File: src/rtl/uart_pkg.sv
// Shared UART definitions used by the transmit feeder, transmitter and receiver.
// Latency: n/a (types and constants only).
// Backpressure: n/a.
package uart_pkg;

    // Byte width of every UART data port in the design.
    localparam int UART_DATA_W = 8;

    // Launch sequencer states of the transmit feeder.
    typedef enum logic [1:0] {
        IDLE   = 2'd0,
        LAUNCH = 2'd1,
        BUSY   = 2'd2
    } feeder_state_t;

endpackage

File: src/rtl/uart_sync_fifo.sv
// Single-clock FIFO with registered level; head entry is read combinationally from storage.
// Latency: a push is visible in level/empty one edge later; head_data follows rd_ptr directly.
// Backpressure: push ignored while full, pop ignored while empty; flush clears pointers and level.
module uart_sync_fifo #(
    parameter int DEPTH  = 16,
    parameter int DATA_W = 8
) (
    input  logic                     clk,
    input  logic                     rst,
    input  logic                     push,
    input  logic [DATA_W-1:0]        push_data,
    input  logic                     pop,
    input  logic                     flush,
    output logic [DATA_W-1:0]        head_data,
    output logic [$clog2(DEPTH):0]   level,
    output logic                     empty,
    output logic                     full
);
    localparam int AW = $clog2(DEPTH);
    localparam int LW = AW + 1;

    logic [DATA_W-1:0] mem [DEPTH];
    logic [AW-1:0]     wr_ptr;
    logic [AW-1:0]     rd_ptr;
    logic              do_push;
    logic              do_pop;

    assign do_push   = push && !full && !flush;
    assign do_pop    = pop && !empty && !flush;
    assign empty     = (level == '0);
    assign full      = (level == LW'(DEPTH));
    assign head_data = mem[rd_ptr];

    // Pointer and occupancy bookkeeping; pointers wrap naturally because DEPTH is a power of two.
    always_ff @(posedge clk or posedge rst) begin
        if (rst) begin
            wr_ptr <= '0;
            rd_ptr <= '0;
            level  <= '0;
        end else if (flush) begin
            wr_ptr <= '0;
            rd_ptr <= '0;
            level  <= '0;
        end else begin
            if (do_push) begin
                wr_ptr <= wr_ptr + 1'b1;
            end
            if (do_pop) begin
                rd_ptr <= rd_ptr + 1'b1;
            end
            case ({do_push, do_pop})
                2'b10:   level <= level + 1'b1;
                2'b01:   level <= level - 1'b1;
                default: level <= level;
            endcase
        end
    end

    // Storage array is deliberately left without reset so it maps onto plain RAM.
    always_ff @(posedge clk) begin
        if (do_push) begin
            mem[wr_ptr] <= push_data;
        end
    end

endmodule

File: src/rtl/uart_tx_feeder.sv
// Byte queue in front of the UART transmitter plus the start/done launch sequencer.
// Latency: byte written at edge N raises o_tx_start after N+1; next byte relaunches one edge after done rises.
// Backpressure: o_wr_ready drops when full (offers then set sticky o_overflow); o_tx_start held until done falls.
module uart_tx_feeder
    import uart_pkg::*;
#(
    parameter int DEPTH  = 16,
    parameter int DATA_W = UART_DATA_W
) (
    input  logic                     i_clk,
    input  logic                     i_areset,
    input  logic                     i_wr_valid,
    input  logic [DATA_W-1:0]        i_wr_data,
    output logic                     o_wr_ready,
    input  logic                     i_flush,
    input  logic                     i_clr_ovf,
    input  logic                     i_tx_done,
    output logic                     o_tx_start,
    output logic [DATA_W-1:0]        o_tx_data,
    output logic [$clog2(DEPTH):0]   o_level,
    output logic                     o_empty,
    output logic                     o_full,
    output logic                     o_overflow
);
    feeder_state_t     state;
    logic              wr_accept;
    logic              pop;
    logic [DATA_W-1:0] head_data;

    // Ready comes from the registered level only, so a same-cycle pop never opens room.
    assign o_wr_ready = ~o_full;
    assign wr_accept  = i_wr_valid && o_wr_ready && !i_flush;
    // The head byte leaves the queue on the edge where the transmitter shows it took the byte.
    assign pop        = (state == LAUNCH) && !i_tx_done && !i_flush;

    uart_sync_fifo #(
        .DEPTH  (DEPTH),
        .DATA_W (DATA_W)
    ) u_fifo (
        .clk       (i_clk),
        .rst       (i_areset),
        .push      (wr_accept),
        .push_data (i_wr_data),
        .pop       (pop),
        .flush     (i_flush),
        .head_data (head_data),
        .level     (o_level),
        .empty     (o_empty),
        .full      (o_full)
    );

    // Sticky overflow: an offer against a full queue sets it, and setting beats a simultaneous clear.
    always_ff @(posedge i_clk or posedge i_areset) begin
        if (i_areset) begin
            o_overflow <= 1'b0;
        end else if (i_wr_valid && o_full && !i_flush) begin
            o_overflow <= 1'b1;
        end else if (i_clr_ovf) begin
            o_overflow <= 1'b0;
        end
    end

    // Launch sequencer: present a byte, hold it until the transmitter goes busy, then wait for idle.
    always_ff @(posedge i_clk or posedge i_areset) begin
        if (i_areset) begin
            state      <= IDLE;
            o_tx_start <= 1'b0;
            o_tx_data  <= '0;
        end else begin
            case (state)
                IDLE: begin
                    // A flushed queue must not launch the stale head entry.
                    if (!o_empty && i_tx_done && !i_flush) begin
                        o_tx_start <= 1'b1;
                        o_tx_data  <= head_data;
                        state      <= LAUNCH;
                    end
                end
                LAUNCH: begin
                    if (!i_tx_done) begin
                        // Transmitter took the byte (or, during a flush, one is in flight anyway).
                        o_tx_start <= 1'b0;
                        state      <= BUSY;
                    end else if (i_flush) begin
                        o_tx_start <= 1'b0;
                        state      <= IDLE;
                    end
                end
                BUSY: begin
                    // Relaunch straight from BUSY so queued bytes go out one cycle after done rises;
                    // a flush keeps us here until the in-flight frame has been seen to finish.
                    if (i_tx_done && !i_flush) begin
                        if (!o_empty) begin
                            o_tx_start <= 1'b1;
                            o_tx_data  <= head_data;
                            state      <= LAUNCH;
                        end else begin
                            state      <= IDLE;
                        end
                    end
                end
                default: begin
                    o_tx_start <= 1'b0;
                    state      <= IDLE;
                end
            endcase
        end
    end

endmodule

File: config.mk
export PLATFORM = sky130hd
export DESIGN_NAME = uart_tx_feeder
export DESIGN_NICKNAME = d
export VERILOG_FILES = /design/src/rtl/uart_pkg.sv /design/src/rtl/uart_sync_fifo.sv /design/src/rtl/uart_tx_feeder.sv
export SDC_FILE = /design/constraint.sdc
export NUM_CORES = 1
export LEC_CHECK = 0
export ABC_AREA = 1
export CORE_MARGIN = 2
export CORE_UTILIZATION = 35
export CTS_CLUSTER_DIAMETER = 200
export DETAILED_ROUTE_END_ITERATION = 6
export SLEW_MARGIN = 20
export SYNTH_ARGS = -nofsm -noshare
export SYNTH_HDL_FRONTEND = slang
export SYNTH_SLANG_ARGS = --single-unit
File: constraint.sdc
create_clock -name i_clk -period 2.2 [get_ports i_clk]
set_input_delay 0.55 -clock i_clk [delete_from_list [all_inputs] [get_ports i_clk]]
set_output_delay 0.55 -clock i_clk [all_outputs]
set_load 0.05 [all_outputs]
Yosys cells after proc, flatten, opt, wreduce, memory -nomap -nowiden --
Memories as Yosys holds them, arrays and structs flattened. Cells that the tools add are included.
Word-level totals: memory bits (writable) 128, bits in latches 0, output and inout bits 18, bits in read-only memories 0, memories kept 1, word-level logic and storage cells 75, input bits 14, flip-flop bits (word level) 25
Memory list:
- u_fifo.mem | depth 16, width 8, rd ports 1, clocked after Yosys merged registers in 0, write ports 1, line uart_sync_fifo.sv:22 | logic [DATA_W-1:0] mem [DEPTH];
Operators by class: reduce and logical (&&, ||, !) cells 27, bitwise operators 1, div/mod/pow operators 0, equality and inequality tests 9, magnitude comparators 0, multipliers 0, shift operators 0, mux-type cells 26, $add $sub $neg 4
Operator list (number):
- $mux 8 | 3
- $mux 4 | 4
- $pmux 8 s2 | 1
- $logic_and 1x1->1 | 13
- $mux 1 | 10
- $pmux 5 s2 | 1
- $add 4x1->4 const B | 2
- $mux 2 | 4
- $reduce_and 4->1 | 2
- $reduce_bool 2->1 | 4
- $ne 2x2->1 const B | 3
- $pmux 2 s3 | 1
- $add 5x1->5 const B | 1
- $eq 5x5->1 const B | 1
- $logic_not 5->1 | 1
- $mux 5 | 1
- $sub 5x1->5 const B | 1
- $eq 2x1->1 const B | 2
- $eq 2x2->1 const B | 2
- $logic_not 1->1 | 4
- $ne 3x3->1 const B | 1
- $pmux 1 s3 | 1
- $reduce_and 3->1 | 1
- $reduce_bool 3->1 | 1
- 2 further kinds | 2

Depth between registers and ports, before layout --
depth after elaboration 9, mapped depth 15, mapped depth without buffers 15

By module --
From an unflattened synthesis, not the netlist that was laid out.
Second synthesis, totals: cell total of the unflattened synthesis 592, area total of the unflattened synthesis 6677.7 um^2
Modules (own cells, without submodules):
- uart_sync_fifo | times used 1, cells an instance 533, area an instance 6150.9 um^2, sequential area each 4169.0 um^2
- uart_tx_feeder | times used 1, cells an instance 59, area an instance 526.8 um^2, sequential area each 300.3 um^2

Least setup slack after synthesis --
Ideal clock, no wire load.
kind register -> register, start reg u_fifo.level[0], end reg u_fifo.level[4], slack -155 ps, buffers on the path 0, library setup time 118 ps, stages on the path, launching flop included 16, arrival time 2237 ps, required time 2082 ps, clock period less this slack 2355 ps, path through dfrtp_1 nor2_2 nand2_1 nor2_2 nor2_2 nand3_1 nand2_1 inv_1 ha_1 inv_1 nand2_1 inv_2 o21ai_1 nand2_1 nand3_1 nand2_1
Between the ends: elaborated cells on any way between the ends 18, those cells by class 2 x add/sub; 3 x eq/ne; 2 x mux; 1 x bitwise; 10 x reduce/logical
RTL lines:
- start: declaration | line uart_sync_fifo.sv:15 | output logic [$clog2(DEPTH):0] level,
- start signal: assignment | line uart_sync_fifo.sv:52 | 2'b10: level <= level + 1'b1;
- start signal: assignment | line uart_sync_fifo.sv:53 | 2'b01: level <= level - 1'b1;
- start signal: assignment | line uart_sync_fifo.sv:54 | default: level <= level;
- $logic_not 5->1 (*) | line uart_sync_fifo.sv:30 | assign empty = (level == '0);
- via o_empty | line uart_tx_feeder.sv:21 | output logic o_empty,
- $logic_not 1->1 (*) | line uart_sync_fifo.sv:29 | assign do_pop = pop && !empty && !flush;
- $logic_and 1x1->1 (*) (2 in a row) | line uart_sync_fifo.sv:29
- $eq 2x1->1 / $eq 2x2->1 (equally long branches) | line uart_sync_fifo.sv:51 | case ({do_push, do_pop})
- $pmux 5 s2 | line uart_sync_fifo.sv:51
- $mux 5 | line uart_sync_fifo.sv:40 | end else if (flush) begin
Mark *: on every way through the listed nets, which the timed path passes. The rest lies on a longest branch. A chain may end at the register's enable or synchronous reset.

Worst setup path after layout --
start reg o_tx_data[4], end out o_tx_data[4]
RTL lines:
- start: declaration | line uart_tx_feeder.sv:19 | output logic [DATA_W-1:0] o_tx_data,
- start signal: assignment | line uart_tx_feeder.sv:75 | o_tx_data <= head_data;
- start signal: assignment | line uart_tx_feeder.sv:95 | o_tx_data <= head_data;
No word-level cell between the ends.

==> Implementation_results.wiki <==
{| class="wikitable"
! Metric !! Value
|-
| Growth of design area from synthesis to finish || 22.6%
|-
| First-pass GRT wire length || 22600 µm
|-
| Root Buffer || clkbuf_16
|-
| Hold buffer count at CTS || 0
|-
| Inserted Clock Buffers || 17
|-
| Pin count of the biggest net entering global routing || 68
|-
| Net count of the finished layout || ~610
|-
| Area of combinational cells with multiple inputs || 1750 µm²
|-
| Simple-gate area share of the yosys netlist || 11.9%
|-
| Final core occ || 43.8%
|-
| Total power divided by cell area || 1020 nW/µm²
|-
| Initial antenna violation count || 0
|-
| Post-DRT Antenna Nets || 0
|-
| CP Cell Sequence || clkdlybuf4s50_1
|-
| Power dissipated by switching net loads || 2.40 mW
|-
| Part of the total power dissipated in combinational logic || between 15 and 20%
|-
| Clock network latency to the later pin of the worst-skew pair || roughly 0.43 ns
|-
| Number of port buffers || 31
|-
| Int Pwr || around 5.6 mW
|-
| Clock tree skew after final layout || 0.00965 ns
|-
| Count of yosys warnings during synthesis || 0
|-
| Peak clock frequency supported by timing || 0.467 GHz
|-
| Post-CTS setup buffers || 0
|-
| Number of buffers on the longest clock path || 2
|-
| Switching share of power || between 20% and 30%
|-
| Crit share post-route || a little under 100%
|-
| Count of max-cap constraint violations || 0
|-
| Arrival @ worst endpoint || 1.59 ns
|-
| Wire per inst || 17.2 µm
|-
| Routability congestion estimate || 0.836
|-
| Path class of the lowest-slack min-delay path || primary input to async pin
|-
| Residual DRC count || 0
|-
| Fraction of the mapped netlist area in compound gates || 9.92%
|-
| Number of global-route vias before repair || 4156
|-
| Synthesized net count || 541
|-
| TritonCTS clock tree || yes
|-
| Hold violation count in the final report || 0
|-
| Via Count || 4178
|-
| GR Util All Layers || ~15%
|-
| Critical path peak fanout || 2
|-
| Worst slack on hold paths || 0.483 ns
|-
| Core outline area || 18000 µm²
|-
| Synth Area in Adders || under 10%
|-
| DIE AREA || 19400 µm²
|-
| Setup repair after global routing missed its margin || false
|-
| Router iterations before antenna repair || 5
|-
| H-Tree Level Count || 4
|-
| Run status || complete, no violations
|-
| Setup WS pre-CTS || -0.225 ns
|-
| Kind of end point of the critical path || output port
|-
| Routed wire length || 14300 µm
|-
| Antenna Cells || 0
|-
| Transition time at the pin with the least slew margin || between 0.6 and 0.7 ns
|-
| Leakage dissipation || between 2 and 3 nW
|-
| Startpoint type of the worst setup path || register
|-
| I/O pin total || 32
|-
| FP Rows || 49
|-
| Cell variety after synth || 30
|-
| Flip-flop and latch count after synthesis || 153
|-
| Combined flip-flop and latch cell area || 4480 µm²
|-
| Number of cells produced by synthesis || 520
|-
| Fillcell total || between 1500 and 2000
|-
| Fin worst setup slack || 0.0589 ns
|-
| Pins over their slew limit || 0
|-
| Fraction of final layout cells sized beyond drive strength 1 || 16.2%
|-
| Synth Area per Inst || 12.4 µm²
|-
| Combinational family with the most area after synthesis || simple AND/OR/NAND/NOR gates
|-
| Final min period || 2.14 ns
|-
| Buffers and inverters on the worst path || 1
|-
| Worst-path clk slew || ~0.060 ns
|-
| Register share of total power || a little over two fifths
|-
| Total number of clock tree sinks || ~150
|-
| Critical path's top delay family || buffers and inverters
|-
| Critical path type || register to output port
|-
| Delay of the slowest critical-path stage || 0.81 ns
|-
| Clock power share || between 30% and 40%
|-
| Global route overflow || 0
|-
| Cell with the biggest individual delay on the critical path || clkdlybuf4s50_1
|-
| Number of endpoints failing setup at the final stage || 0
|-
| HPWL Detailed || 9130 µm
|-
| XOR/XNOR Fraction of Synth Area || 0.409%
|-
| Detailed-route vias per instance || 5.05
|-
| Fraction of synthesized area in multiplexers || 3.43%
|-
| Data required, critical path || 1.65 ns
|-
| Share of the yosys chip area belonging to registers || around 70%
|-
| Detailed Route Iter0 Violations || 433
|-
| Max-Slew Margin vs Limit || 55.1%
|-
| VDD IR max || 0.000571 V
|-
| Initial Util || a little over a third
|-
| Post-synth design cell area || 6420 µm²
|-
| Die Span Y || between 100 and 150 µm
|-
| Die width || between 100 and 150 µm
|}
-- logic make-up after synthesis --
group | Yosys count
AOI/OAI and AO/OA | 103
xor gates and xnor gates | 3
muxes | 22
DFF | 153
buffers and inverters | 54
and+or+nand+nor | 178
adders and majority gates | 7
-- placed cells by master (no fill, tap or decap), types with 2 or more instances in the layout --
master           netlist  routed
edfxtp_1             128     128
nor2_1                74      74
nand2_1               67      67
o21ai_0               51      51
buf_4                  2      37
inv_1                 24      24
mux2i_1               22      22
nand3_1               21      21
o211ai_1              20      20
clkdlybuf4s50_1        0      20
dfrtp_1               25      20
clkbuf_16              0      17
o22ai_1               14      14
o221ai_1              12      12
ha_1                   7       7
inv_2                  6       6
dlygate4sd2_1          0       6
nor2_2                 6       5
dfrtp_2                0       5
nor2_4                 3       4
buf_12                 0       4
bufinv_16              0       3
inv_8                  0       3
clkinv_4               0       3
nand2_2                2       2
xor2_1                 2       2
o21ai_1                2       2
nand4_1                2       2
a21oi_1                2       2
inv_6                  0       2
clkinvlp_4             0       2
dlymetal6s2s_1         0       2
-- per-stage QoR --
stage	setup TNS, ns	power, mW	area (µm²)	cells
4_1_cts	0	8.11	7870	827
2_1_floorplan	0	4.52	6440	520
6_report	0	8.04	7880	827
3_3_place_gp	-12.15	5.10	7260	795
3_5_place_dp	-14.52	5.12	7260	795
5_1_grt	0	8.34	7880	827
-- power groups by stage --
stage | registers (mW) | logic, mW | clock network, mW
4_1_cts | 3.45 | 1.59 | 3.06
3_3_place_gp | 3.50 | 1.60 | 0
2_1_floorplan | 3.83 | 0.684 | 0
5_1_grt | 3.47 | 1.69 | 3.17
6_report | 3.45 | 1.58 | 3.01
3_5_place_dp | 3.51 | 1.61 | 0
-- registers in the layout, indices dropped and copies added, names as in the netlist --
| register | flops |
|---|---|
| u_fifo.wr_ptr | 4 |
| o_tx_data | 8 |
| u_fifo.level | 5 |
| state | 2 |
| u_fifo.rd_ptr | 4 |
| o_overflow | 1 |
| o_tx_start | 1 |
| u_fifo.mem | 128 |
-- cell usage after synthesis --
cell | count | share of area (%)
edfxtp_1 | 128 | 60
nor2_1 | 74 | 4.3
nand2_1 | 67 | 3.9
o21ai_0 | 51 | 4.0
dfrtp_1 | 25 | 9.7
inv_1 | 24 | 1.4
mux2i_1 | 22 | 3.4
nand3_1 | 21 | 1.6
o211ai_1 | 20 | 2.3
o22ai_1 | 14 | 1.4
o221ai_1 | 12 | 1.6
clkbuf_1 | 10 | 0.58
buf_2 | 8 | 0.62
ha_1 | 7 | 1.4
inv_2 | 6 | 0.35
nor2_2 | 6 | 0.58
buf_1 | 3 | 0.18
nor2_4 | 3 | 0.53
a21oi_1 | 2 | 0.16
buf_4 | 2 | 0.23
nand2_2 | 2 | 0.19
nand3_2 | 2 | 0.31
nand4_1 | 2 | 0.19
o21ai_1 | 2 | 0.16
xor2_1 | 2 | 0.27
a221oi_1 | 1 | 0.14
a32o_1 | 1 | 0.16
clkinv_1 | 1 | 0.058
nand2_4 | 1 | 0.18
xnor2_1 | 1 | 0.14
-- path summary, 6_finish.rpt --
check                                start              end  slack (ns)  cells after the start
setup / recovery              o_tx_data[4]     o_tx_data[4]        0.06                      1
hold / removal                    i_areset       o_tx_start        0.48                      3
setup reg to reg           u_fifo.level[0]  u_fifo.level[4]        0.20                     12
hold reg to reg               o_tx_data[1]     o_tx_data[1]        0.48                      2
max in group asynchronous         i_areset  u_fifo.level[0]        1.44                      3
min in group i_clk            o_tx_data[1]     o_tx_data[1]        0.48                      2
-- what timing repair did --
item	in CTS	in global routing
setup endpoints to repair	6	2
pin swaps	0	0
gates resized for setup	6	2
endpoints found under the hold margin	0	0
-- per-layer routing --
metal / wire length [µm] / global-route usage (%) / vias up
li1: - / - / 2011
met1: 6320 / 19.6 / 2053
met2: 7110 / 25.2 / 91
met3: 555 / 2.99 / 23
met4: 277 / 6.17 / 0
met5: 0 / 0 / -
-- final cells by class --
| class | instances | share of cell area, % |
|---|---|---|
| sequential | 153 | 56.8 |
| multi-input combinational | 313 | 22.2 |
| inverter | 31 | 1.48 |
| tap | 229 | 3.64 |
| clock inverter | 14 | 2.38 |
| clock buffer | 18 | 5.45 |
| timing repair buffer | 69 | 8.07 |
Note: power is estimated with default switching activity, not from simulation.
